===== config.mk =====
export PLATFORM = sky130hd
export DESIGN_NAME = exp_ctrl
export DESIGN_NICKNAME = d
export VERILOG_FILES = /design/src/rtl/exp_pkg.sv /design/src/rtl/exp_repeat_timer.sv /design/src/rtl/exp_ctrl.sv
export SDC_FILE = /design/constraint.sdc
export NUM_CORES = 1
export LEC_CHECK = 0
export ABC_AREA = 1
export CORE_MARGIN = 1
export CORE_UTILIZATION = 55
export DETAILED_ROUTE_END_ITERATION = 10
export PLACE_DENSITY = 0.89
export SLEW_MARGIN = 20
export SYNTH_ARGS = -nofsm -noshare
export SYNTH_HDL_FRONTEND = slang
export SYNTH_HIERARCHICAL = 1
export SYNTH_SLANG_ARGS = --single-unit

===== constraint.sdc =====
create_clock -name clk -period 4.38 [get_ports clk]
set_clock_uncertainty 0.15 [all_clocks]
set_input_delay 0.657 -clock clk [delete_from_list [all_inputs] [get_ports clk]]
set_output_delay 0.657 -clock clk [all_outputs]
set_load 0.005 [all_outputs]

===== src/rtl/exp_pkg.sv =====
// Shared types and default constants for the exposure controller.
package exp_pkg;
   typedef enum logic [1:0] {LOCK, IDLE, PRESS, REPEAT} state_e;
   typedef enum logic {INC, DEC} dir_e;
   localparam int W_DEF    = 5;
   localparam int MIN_DEF  = 2;
   localparam int MAX_DEF  = 30;
   localparam int INIT_DEF = 15;
   localparam int STEP_DEF = 1;
   localparam int HOLD_DEF = 8;
   localparam int RATE_DEF = 2;
endpackage


===== src/rtl/exp_repeat_timer.sv =====
// Auto-repeat timer: fires at held cycle HOLD, then every RATE cycles.
module exp_repeat_timer #(
   parameter int HOLD = 8,
   parameter int RATE = 2
) (
   input  logic clk,
   input  logic reset,
   input  logic clear_i,
   input  logic enable_i,
   output logic fire_o
);
   localparam int MX = (HOLD > RATE) ? HOLD : RATE;
   localparam int CW = $clog2(MX + 1);

   // cnt_q holds the held-cycle index minus one
   logic [CW-1:0] cnt_q;
   logic          rep_q;

   assign fire_o = enable_i && !clear_i &&
                   (rep_q ? (cnt_q == CW'(RATE - 1))
                          : (cnt_q == CW'(HOLD - 1)));

   always_ff @(posedge clk) begin
      if (reset || clear_i) begin
         cnt_q <= '0;
         rep_q <= 1'b0;
      end else if (enable_i) begin
         if (fire_o) begin
            cnt_q <= '0;
            rep_q <= 1'b1;
         end else begin
            cnt_q <= cnt_q + CW'(1);
         end
      end
   end
endmodule


===== src/rtl/exp_ctrl.sv =====
// Exposure up/down controller with saturating steps and direct load.
// Auto-repeat on long press is enabled by defining EXP_AUTOREPEAT_EN.
module exp_ctrl
   import exp_pkg::*;
#(
   parameter int W    = W_DEF,
   parameter int MIN  = MIN_DEF,
   parameter int MAX  = MAX_DEF,
   parameter int INIT = INIT_DEF,
   parameter int STEP = STEP_DEF,
   parameter int HOLD = HOLD_DEF,
   parameter int RATE = RATE_DEF
) (
   input  logic         clk,
   input  logic         reset,
   input  logic         inc,
   input  logic         dec,
   input  logic         load,
   input  logic [W-1:0] load_val,
   output logic [W-1:0] q,
   output logic         at_min,
   output logic         at_max,
   output logic         changed
);
   if (!(MIN <= INIT && INIT <= MAX && MAX < (1 << W) &&
         STEP >= 1 && HOLD >= 1 && RATE >= 1)) begin : g_bad_cfg
      $error("exp_ctrl: illegal parameter set");
   end

   localparam logic [W:0] MINX  = (W+1)'(MIN);
   localparam logic [W:0] MAXX  = (W+1)'(MAX);
   localparam logic [W:0] INITX = (W+1)'(INIT);
   localparam logic [W:0] STEPX = (W+1)'(STEP);

   state_e       state_q, state_d;
   dir_e         dir_q, dir_d;
   logic [W-1:0] q_q, q_d;
   logic         at_min_q, at_max_q, changed_q;
   logic         held, other, step;
   logic [W:0]   q_x, sum, diff, up, dn, lv, lv_c, nxt;

   assign held  = (dir_q == INC) ? inc : dec;
   assign other = (dir_q == INC) ? dec : inc;

`ifdef EXP_AUTOREPEAT_EN
   logic fire;

   exp_repeat_timer #(
      .HOLD(HOLD),
      .RATE(RATE)
   ) u_timer (
      .clk     (clk),
      .reset   (reset),
      .clear_i (!(state_q == PRESS || state_q == REPEAT)),
      .enable_i(held),
      .fire_o  (fire)
   );
`endif

   always_comb begin
      state_d = state_q;
      dir_d   = dir_q;
      step    = 1'b0;
      unique case (state_q)
         LOCK: if (!inc && !dec) state_d = IDLE;
         IDLE: begin
            if (inc) begin
               state_d = PRESS;
               dir_d   = INC;
               step    = 1'b1;
            end else if (dec) begin
               state_d = PRESS;
               dir_d   = DEC;
               step    = 1'b1;
            end
         end
         PRESS, REPEAT: begin
            // other button still down: wait for full release first
            if (!held) state_d = other ? LOCK : IDLE;
`ifdef EXP_AUTOREPEAT_EN
            else if (fire) begin
               state_d = REPEAT;
               step    = 1'b1;
            end
`endif
         end
         default: state_d = LOCK;
      endcase
   end

   always_comb begin
      q_x  = {1'b0, q_q};
      sum  = q_x + STEPX;
      diff = q_x - STEPX;
      up   = (sum > MAXX) ? MAXX : sum;
      dn   = (diff[W] || diff < MINX) ? MINX : diff;
      lv   = {1'b0, load_val};
      lv_c = (lv < MINX) ? MINX : ((lv > MAXX) ? MAXX : lv);
      nxt  = q_x;
      if (load)                          nxt = lv_c;
      else if (q_x < MINX || q_x > MAXX) nxt = INITX;
      else if (step)                     nxt = (dir_d == INC) ? up : dn;
      q_d  = nxt[W-1:0];
   end

   always_ff @(posedge clk) begin
      if (reset) begin
         state_q   <= LOCK;
         dir_q     <= INC;
         q_q       <= W'(INIT);
         at_min_q  <= (INIT == MIN);
         at_max_q  <= (INIT == MAX);
         changed_q <= 1'b0;
      end else begin
         state_q   <= load ? LOCK : state_d;
         dir_q     <= dir_d;
         q_q       <= q_d;
         at_min_q  <= (q_d == W'(MIN));
         at_max_q  <= (q_d == W'(MAX));
         changed_q <= (q_d != q_q);
      end
   end

   assign q       = q_q;
   assign at_min  = at_min_q;
   assign at_max  = at_max_q;
   assign changed = changed_q;
endmodule


Word-level counts from Yosys, hierarchy flattened

Index checks and enable logic that the tools add are counted.

Bits in registers: 11
Logic and storage cells: 54

$add $sub $neg: 2
Magnitude comparators: 6
Eq/ne operators: 9
Multiplexer cells: 22
Reductions and logical operators: 9

Operators with widths:

| cell                                                          | number |
|---|---|
| 2-to-1 mux 5 bit                                              | 8 |
| greater-than comparator 5 bit, second input constant          | 2 |
| less-than comparator 5 x 2 -> 1 bit, second input constant    | 2 |
| 2-to-1 mux 1 bit                                              | 9 |
| 2-to-1 mux 2 bit                                              | 4 |
| adder 5 x 1 -> 6 bit, second input constant                   | 1 |
| greater-than comparator 6 x 5 -> 1 bit, second input constant | 1 |
| less-than comparator 6 x 2 -> 1 bit, second input constant    | 1 |
| case mux 2 bit (3 select lines)                               | 1 |
| subtractor 5 x 1 -> 6 bit, second input constant              | 1 |
| == test 5 x 2 -> 1 bit, second input constant                 | 1 |
| == test 5 bit, second input constant                          | 1 |
| != test 5 bit                                                 | 1 |
| == test 2 bit, second input constant                          | 2 |
| != test 2 bit, second input constant                          | 2 |
| OR reduction 2 bit                                            | 2 |
| != test 3 bit, second input constant                          | 1 |
| AND reduction 3 bit                                           | 1 |
| == test 2 x 1 -> 1 bit, second input constant                 | 1 |
| logical NOT 1 bit                                             | 2 |
| logical NOT 2 bit                                             | 1 |
| logical OR 1 bit                                              | 2 |
| logical AND 1 bit                                             | 1 |

Depth between registers and ports, before layout

Gate-level depths: netlist of the first run.

Depth after elaboration: 9
Depth in mapped cells: 16
Depth with buffers taken out: 16

Worst setup path after synthesis of the first run

No wires, ideal clock.

Path kind: reg2reg
Start: register q_q[1], in the netlist q[1]
End: register changed_q, in the netlist changed
Library setup time: 0.117 ns
Data arrival time: 1.747 ns
Required time: 4.113 ns
Path slack: 2.366 ns
Stages on the path, launching flop included: 16
Path buffers: 0
Period minus slack after synthesis: 2.014 ns
Cells stage by stage: dfxtp_1 > inv_1 > ha_1 > inv_1 > nor2_1 > nand3_1 > nor2_1 > nand2_1 > nand3_1 > nand2_1 > nand2_1 > nand2_1 > nand2_1 > nand3_1 > nor2_1 > a21oi_1

Longest elaborated chain between the ends: 9

Ends and longest elaborated chain:

| what                                | line            | RTL |
|---|---|---|
| start, declared                     | exp_ctrl.sv:37  | `logic [W-1:0] q_q, q_d;` |
| start signal, assigned              | exp_ctrl.sv:110 | `q_q <= W'(INIT);` |
| start signal, assigned              | exp_ctrl.sv:117 | `q_q <= q_d;` |
| subtractor 5 x 1 -> 6 bit           | exp_ctrl.sv:94  | `diff = q_x - STEPX;` |
| less-than comparator 6 x 2 -> 1 bit | exp_ctrl.sv:96  | `dn = (diff[W] \|\| diff < MINX) ? MINX : diff;` |
| logical OR 1 bit                    | exp_ctrl.sv:96  |  |
| 2-to-1 mux 5 bit                    | exp_ctrl.sv:96  |  |
| 2-to-1 mux 5 bit (2 in a row)       | exp_ctrl.sv:102 | `else if (step) nxt = (dir_d == INC) ? up : dn;` |
| 2-to-1 mux 5 bit                    | exp_ctrl.sv:101 | `else if (q_x < MINX \|\| q_x > MAXX) nxt = INITX;` |
| 2-to-1 mux 5 bit                    | exp_ctrl.sv:100 | `if (load) nxt = lv_c;` |
| != test 5 bit (*)                   | exp_ctrl.sv:120 | `changed_q <= (q_d != q_q);` |
| end signal, assigned                | exp_ctrl.sv:120 |  |
| end, declared                       | exp_ctrl.sv:38  | `logic at_min_q, at_max_q, changed_q;` |

Mark *: on every way between the ends. The rest lies on a longest branch, timed or not.
A chain may end at the register's enable or synchronous reset.

Worst setup path after layout of the first run

Start: register q_q[1], in the netlist q[1]
End: register at_min_q, in the netlist at_min

Longest elaborated chain between the ends: 9

Ends and longest elaborated chain:

| what                                | line            | RTL |
|---|---|---|
| subtractor 5 x 1 -> 6 bit           | exp_ctrl.sv:94  |  |
| less-than comparator 6 x 2 -> 1 bit | exp_ctrl.sv:96  |  |
| logical OR 1 bit                    | exp_ctrl.sv:96  |  |
| 2-to-1 mux 5 bit                    | exp_ctrl.sv:96  |  |
| 2-to-1 mux 5 bit (2 in a row)       | exp_ctrl.sv:102 |  |
| 2-to-1 mux 5 bit (*)                | exp_ctrl.sv:101 |  |
| 2-to-1 mux 5 bit (*)                | exp_ctrl.sv:100 |  |
| == test 5 x 2 -> 1 bit (*)          | exp_ctrl.sv:118 | `at_min_q <= (q_d == W'(MIN));` |
| end signal, assigned                | exp_ctrl.sv:111 | `at_min_q <= (INIT == MIN);` |
| end signal, assigned                | exp_ctrl.sv:118 |  |
| end, declared                       | exp_ctrl.sv:38  |  |

Marks and branches as above.

==> results of run 1 <==
cells by family after synthesis:
family | synth area share (%)
and+or+nand+nor | 53.2
buffers and inverters | 9.68
AOI/OAI and AO/OA | 10.8
DFF | 22.4
adders and majority gates | 3.82
metrics by stage:
step | power [mW] | instances | instance area (sq um)
floorplan | 0.175 | 172 | 982
global placement | 0.205 | 211 | 1170
detailed placement | 0.207 | 211 | 1170
CTS | 0.278 | 215 | 1200
global route | 0.295 | 215 | 1200
finish | 0.280 | 215 | 1200
power by group through the flow:
stage / sequential (mW) / clock [mW] / combinational [mW]
6_report: 0.114 / 0.0709 / 0.0944
5_1_grt: 0.115 / 0.0756 / 0.105
3_3_place_gp: 0.116 / 0 / 0.0890
3_5_place_dp: 0.116 / 0 / 0.0913
2_1_floorplan: 0.112 / 0 / 0.0627
4_1_cts: 0.114 / 0.0717 / 0.0924
final timing paths:
check	slack [ns]	to	cells after the start	startpoint
setup reg to reg	1.85	at_min	14	q[1]
hold reg to reg	0.34	state_q[0]	2	state_q[0]
setup / recovery	1.85	at_min	14	q[1]
hold / removal	0.34	state_q[0]	2	state_q[0]
flip-flops by register name (all words and copies together), names as in the netlist:
register  cells
at_max        1
q             5
changed       1
state_q       2
dir_q         1
at_min        1
metal layers:
layer  track usage [%]  routed length, microns  up-vias
li1                  -                       -      597
met1              36.0                    1150      518
met2              55.6                    1240       69
met3              4.90                     234       13
met4              9.09                      69        0
met5                 0                       0        -
worst max-delay path: cells and delay by family (launching register included):
kind | cells | cell delay [ns]
and+or+nand+nor | 9 | 0.86
DFF | 1 | 0.55
adders and majority gates | 1 | 0.37
buffers and inverters | 2 | 0.26
AOI/OAI and AO/OA | 2 | 0.26
cell type report:
type	instances	area share [%]
Sequential cell	11	18.4
Tap cell	24	2.51
Clock buffer	4	2.20
Timing Repair Buffer	17	14.2
Inverter	22	6.90
Multi-Input combinational cell	137	55.8
synthesized netlist by cell type, types with 2 or more instances:
cell type and count:
a21oi_1 10, dfxtp_1 11, ha_1 3, inv_1 15
inv_2 6, nand2_1 62, nand2_2 4, nand3_1 26
nand4_1 5, nor2_1 13, nor2_2 2, nor3_2 2
o211ai_1 2, o21ai_0 2
==> metrics, run 1 <==
Clock Latency Late Sink 0.27 ns; PnR worst setup slack about 1.9 ns; Setup crit start kind flip-flop; Root Driver clkbuf_4; Worst-Margin Slew 0.451 ns; boundary pin count 18; final setup violation count 0; final hold vios 0; gpl congestion 0.940; Initial Util 61.6%; Syn Nets 185; Post-CTS Setup Inserts 0; Post-DRT Antenna Nets 0; max cap viols 0; maximum VDD drop 0.221 mV; RSZ-0062 raised after global routing false; most frequent cells in the layout 62 x nand2_1, 26 x nand3_1, 17 x clkdlybuf4s50_1; syn avg cell area about 5.7 sq um; synthesis warning total 6; CP Capture Type flip-flop; Crit Path Class reg2reg; Ant. Diodes 0; CTS buffer count 3; die area between 1500 and 2000 sq um; HP Class reg2reg; pin count of the biggest net entering global routing 13; Area Growth Syn to Fin 21.8%; Flop pwr share 40.9%; Multi-input gate area around 670 sq um; Util after Layout 75.0%; DR WL/cell 12.5 microns; post-synthesis cell type count 23; detailed-route via count 1197; clock network fraction of total power 25.4%; Tcrit/Tclk final about 58%; Resized cells post-CTS 0; final WL 2690 microns; Port-buffer cells 17; Detail Placement HPWL 2070 microns; GRT Util Overall 30.4%; Die Height 44.3 microns; FF+latch area 220 sq um; ys flop type dfxtp_1; switching part of the total 35.6%; fin nets 205; core area 1590 sq um; Overflow after GRT 0; ys async rst share 0%; synthesized instance count 172; Slew Limit Fails 0; EDFF count, synth 0; fmax 395 MHz; slew margin rel. 69.9%; internal power around 0.18 mW; Critical Path AT 2.58 ns; sw power 0.0995 mW; clk buf depth 2; most common cell after layout, fill and taps aside nand2_1; Slowest-stage cell, CP dfxtp_1; CTS Hold Bufs 0; hold_ws approximately 0.34 ns; CTS H-tree depth 1; pwr dens between 200 and 250 nW/um^2; first-pass GRT wire length 4490 microns; # fillers 127; worst slack, placed 1.81 ns; initial antenna violation count 0; Via-to-Cell Ratio 5.57; setup TNS 0 ns; Most Frequent Cell on Critical Path nand2_1; top cells by area, synth nand2_1 24%, dfxtp_1 22%, nand3_1 13%, inv_1 5.7%, a21oi_1 5.1%; status finished clean; Initial DRC Count 52; Worst EP required 4.43 ns; row count 14; CTS clk-pin slew, worst paths ~0.070 ns; Gate power share approximately 34%; Cell Area, Synth between 900 and 1000 sq um; cell taking the most area after synthesis nand2_1; vias in the first global route 1100; drt pass-1 iters 6; Chip Width between 40 and 50 microns; crit-path cells inv_1, ha_1, inv_1, nor2_1, nand3_1, nor2_1, nand2_1, nand2_1, nand2_1, nand2_1, o21bai_2, a21boi_2, nand3_1, nor3_2; Synth top area share 23.7%; Sink Count 11; Seq/Total Area, Yosys 22.4%; max incr delay on CP 0.55 ns; fraction of layout instances using a drive strength above 1 a little under an eighth; Pleak between 0.5 and 0.6 nW; Synth Register Bits 11; CTS tree built; DRC 0; critical path peak fanout 9; crit path time final 2.53 ns
(Power assumes the default switching activity.)
==> run 2, diff against run 1 <==
--- a/config.mk
+++ b/config.mk
@@ -7,9 +7,9 @@
 export LEC_CHECK = 0
 export ABC_AREA = 1
 export CORE_MARGIN = 1
-export CORE_UTILIZATION = 55
+export CORE_UTILIZATION = 46
 export DETAILED_ROUTE_END_ITERATION = 10
-export PLACE_DENSITY = 0.89
+export PLACE_DENSITY = 0.8
 export SLEW_MARGIN = 20
 export SYNTH_ARGS = -nofsm -noshare
 export SYNTH_HDL_FRONTEND = slang
==> constraint.sdc (replaced) <==
create_clock -name clk -period 2.1 [get_ports clk]
set_clock_uncertainty 0.15 [all_clocks]
set_input_delay 0.315 -clock clk [delete_from_list [all_inputs] [get_ports clk]]
set_output_delay 0.315 -clock clk [all_outputs]
set_load 0.005 [all_outputs]
==> run 2 against run 1 <==
Die area increased by 19%. Sequential share of layout area down 2.3 points. Register-to-register slack got worse by 1.7 ns. Critical path depth is the same. Sequential power grew 100%. Count of clock-buffer cells in the layout did not move. Power up 130%. Worst setup slack got worse by 1.7 ns. Via count is 5.9% higher. First-iteration DRC count up 7.7%. Combinational power increased to 2.7 times the previous value. Sequential cell count is the same.
==> metrics, run 2 (same netlist as run 1, synthesis figures left out) <==
status finished clean; fin nets 225 (+9.8%); FF-to-FF path depth 14 (unchanged); vias in the first global route 1098 (-0.18%); Overflow after GRT 0 (unchanged); Detail Placement HPWL 2320 microns (+12%); Pleak 0.686 nW (+16%); Non-Filler Instances 238 (+11%); boundary pin count 18 (unchanged); final WL 3050 microns (+13%); Initial DRC Count 56 (+7.7%); first-pass GRT wire length 4560 microns (+1.5%); crit path time final 1.99 ns (-0.539 ns); placed insts 234 (+11%); placed cell area 1320 sq um (+13%); Setup crit start kind flip-flop; Critical Path AT 2.04 ns (-0.54 ns); CTS tree built; most used routing layer met2; HP Class reg2reg; Port-buffer cells 17 (unchanged); Util after Layout 70.3% (-4.7 points); Post-CTS Setup Inserts 0 (unchanged); total power 0.638 mW (+130%); core area 1980 sq um (+24%); max cap viols 0 (unchanged); number of flip-flops in the largest register 5 (unchanged); slew margin rel. 82.3% (+12 points); CTS clk-pin slew, worst paths 0.08 ns (about the same); pwr dens 458 nW/um^2 (+96%); Ant. Diodes 0 (unchanged); die area 2320 sq um (+19%); # fillers 175 (+38%); clk buf depth 2 (unchanged); Finished Cell Area 1390 sq um (+17%); Chip Width 48.2 microns (+8.9%); drt pass-1 iters 4 (-2); row count 16 (+2); initial antenna violation count 0 (unchanged); Post-DRT Antenna Nets 0 (unchanged); GR Layer Usage met3 4.44% (-0.45 points); fraction of layout instances using a drive strength above 1 25.1% (+14 points); maximum VDD drop 0.388 mV (+76%); CTS H-tree depth 1 (unchanged); setup TNS 0 ns (unchanged); DR WL/cell 12.8 microns (+2.4%); Worst-Margin Slew 0.263 ns (-0.188 ns); Area Growth Syn to Fin 41.9%; fmax 503 MHz (+27%); CTS Hold Bufs 0 (unchanged); setup slack, reg-to-reg 0.11 ns (-1.74 ns); most frequent cells in the layout 58 x nand2_1, 25 x nand3_1, 20 x buf_4; most common cell after layout, fill and taps aside nand2_1; Slew Limit Fails 0 (unchanged); CP Capture Type flip-flop; met1 usage 36.5% (+0.51 points); PnR worst setup slack 0.110 ns (-1.74 ns); critical path peak fanout 8 (-1); Crit Path Class reg2reg; Sink Count 11 (unchanged); Tcrit/Tclk final 94.7% (+37 points); worst slack, placed -0.0587 ns (-1.87 ns); Initial Util 49.6% (-12 points); CTS buffer count 3 (unchanged); met2 global-route usage 49.6% (-6.0 points); Via-to-Cell Ratio 5.33 (-4.3%); detailed-route via count 1268 (+5.9%); final hold vios 0 (unchanged); Hold Crit Depth 2 (unchanged); pin count of the biggest net entering global routing 11 (-2); final setup violation count 0 (unchanged); Die Height 48.2 microns (+8.9%); Resized cells post-CTS 0 (unchanged); hold_ws 0.349 ns (+0.0113 ns); GRT Util Overall 28.8% (-1.5 points); Root Driver clkbuf_4; DRC 0 (unchanged); gpl congestion 0.907 (-3.6%); Worst EP required 2.15 ns (-2.28 ns); Clock Latency Late Sink 0.27 ns (about the same); RSZ-0062 raised after global routing true
-- run 2: report_power, final --
group	internal [mW]	leakage, nW	switching, mW
clock network	0.0736	0.0150	0.0796
registers	0.219	0.0894	0.00969
logic	0.121	0.581	0.135
-- run 2: cell type report --
| type | count | area [sq um] | area share [%] |
|---|---|---|---|
| Sequential cell | 11 | 224 | 16.1 |
| Clock buffer | 4 | 26.3 | 1.89 |
| Inverter | 22 | 82.6 | 5.92 |
| Multi-Input combinational cell | 137 | 707 | 50.7 |
| Tap cell | 27 | 33.8 | 2.42 |
| Timing Repair Buffer | 37 | 320 | 23.0 |
-- run 2: worst paths after layout --
check                           startpoint          to
worst max-delay path                  q[1]      at_max
worst min-delay path            state_q[0]  state_q[0]
worst max register to register        q[1]      at_max
worst min register to register  state_q[0]  state_q[0]
-- run 2: worst max-delay path: stages (launching register included) --
cell	delay (ns)
dfxtp_2	0.34
buf_4	0.17
ha_4	0.17
inv_1	0.04
nand2_1	0.07
nand3_1	0.07
nor2_1	0.09
nand2_1	0.10
nand2_1	0.07
nand2_1	0.05
nand2_1	0.07
o21bai_2	0.07
a21boi_2	0.17
nand3_2	0.13
nor3_2	0.14
-- run 2: metal layers --
layer  vias up  share of wire (%)
met5         -                  0
met4         0                2.8
met3        10                5.4
met2        61                 50
met1       561                 41
li1        636                  -
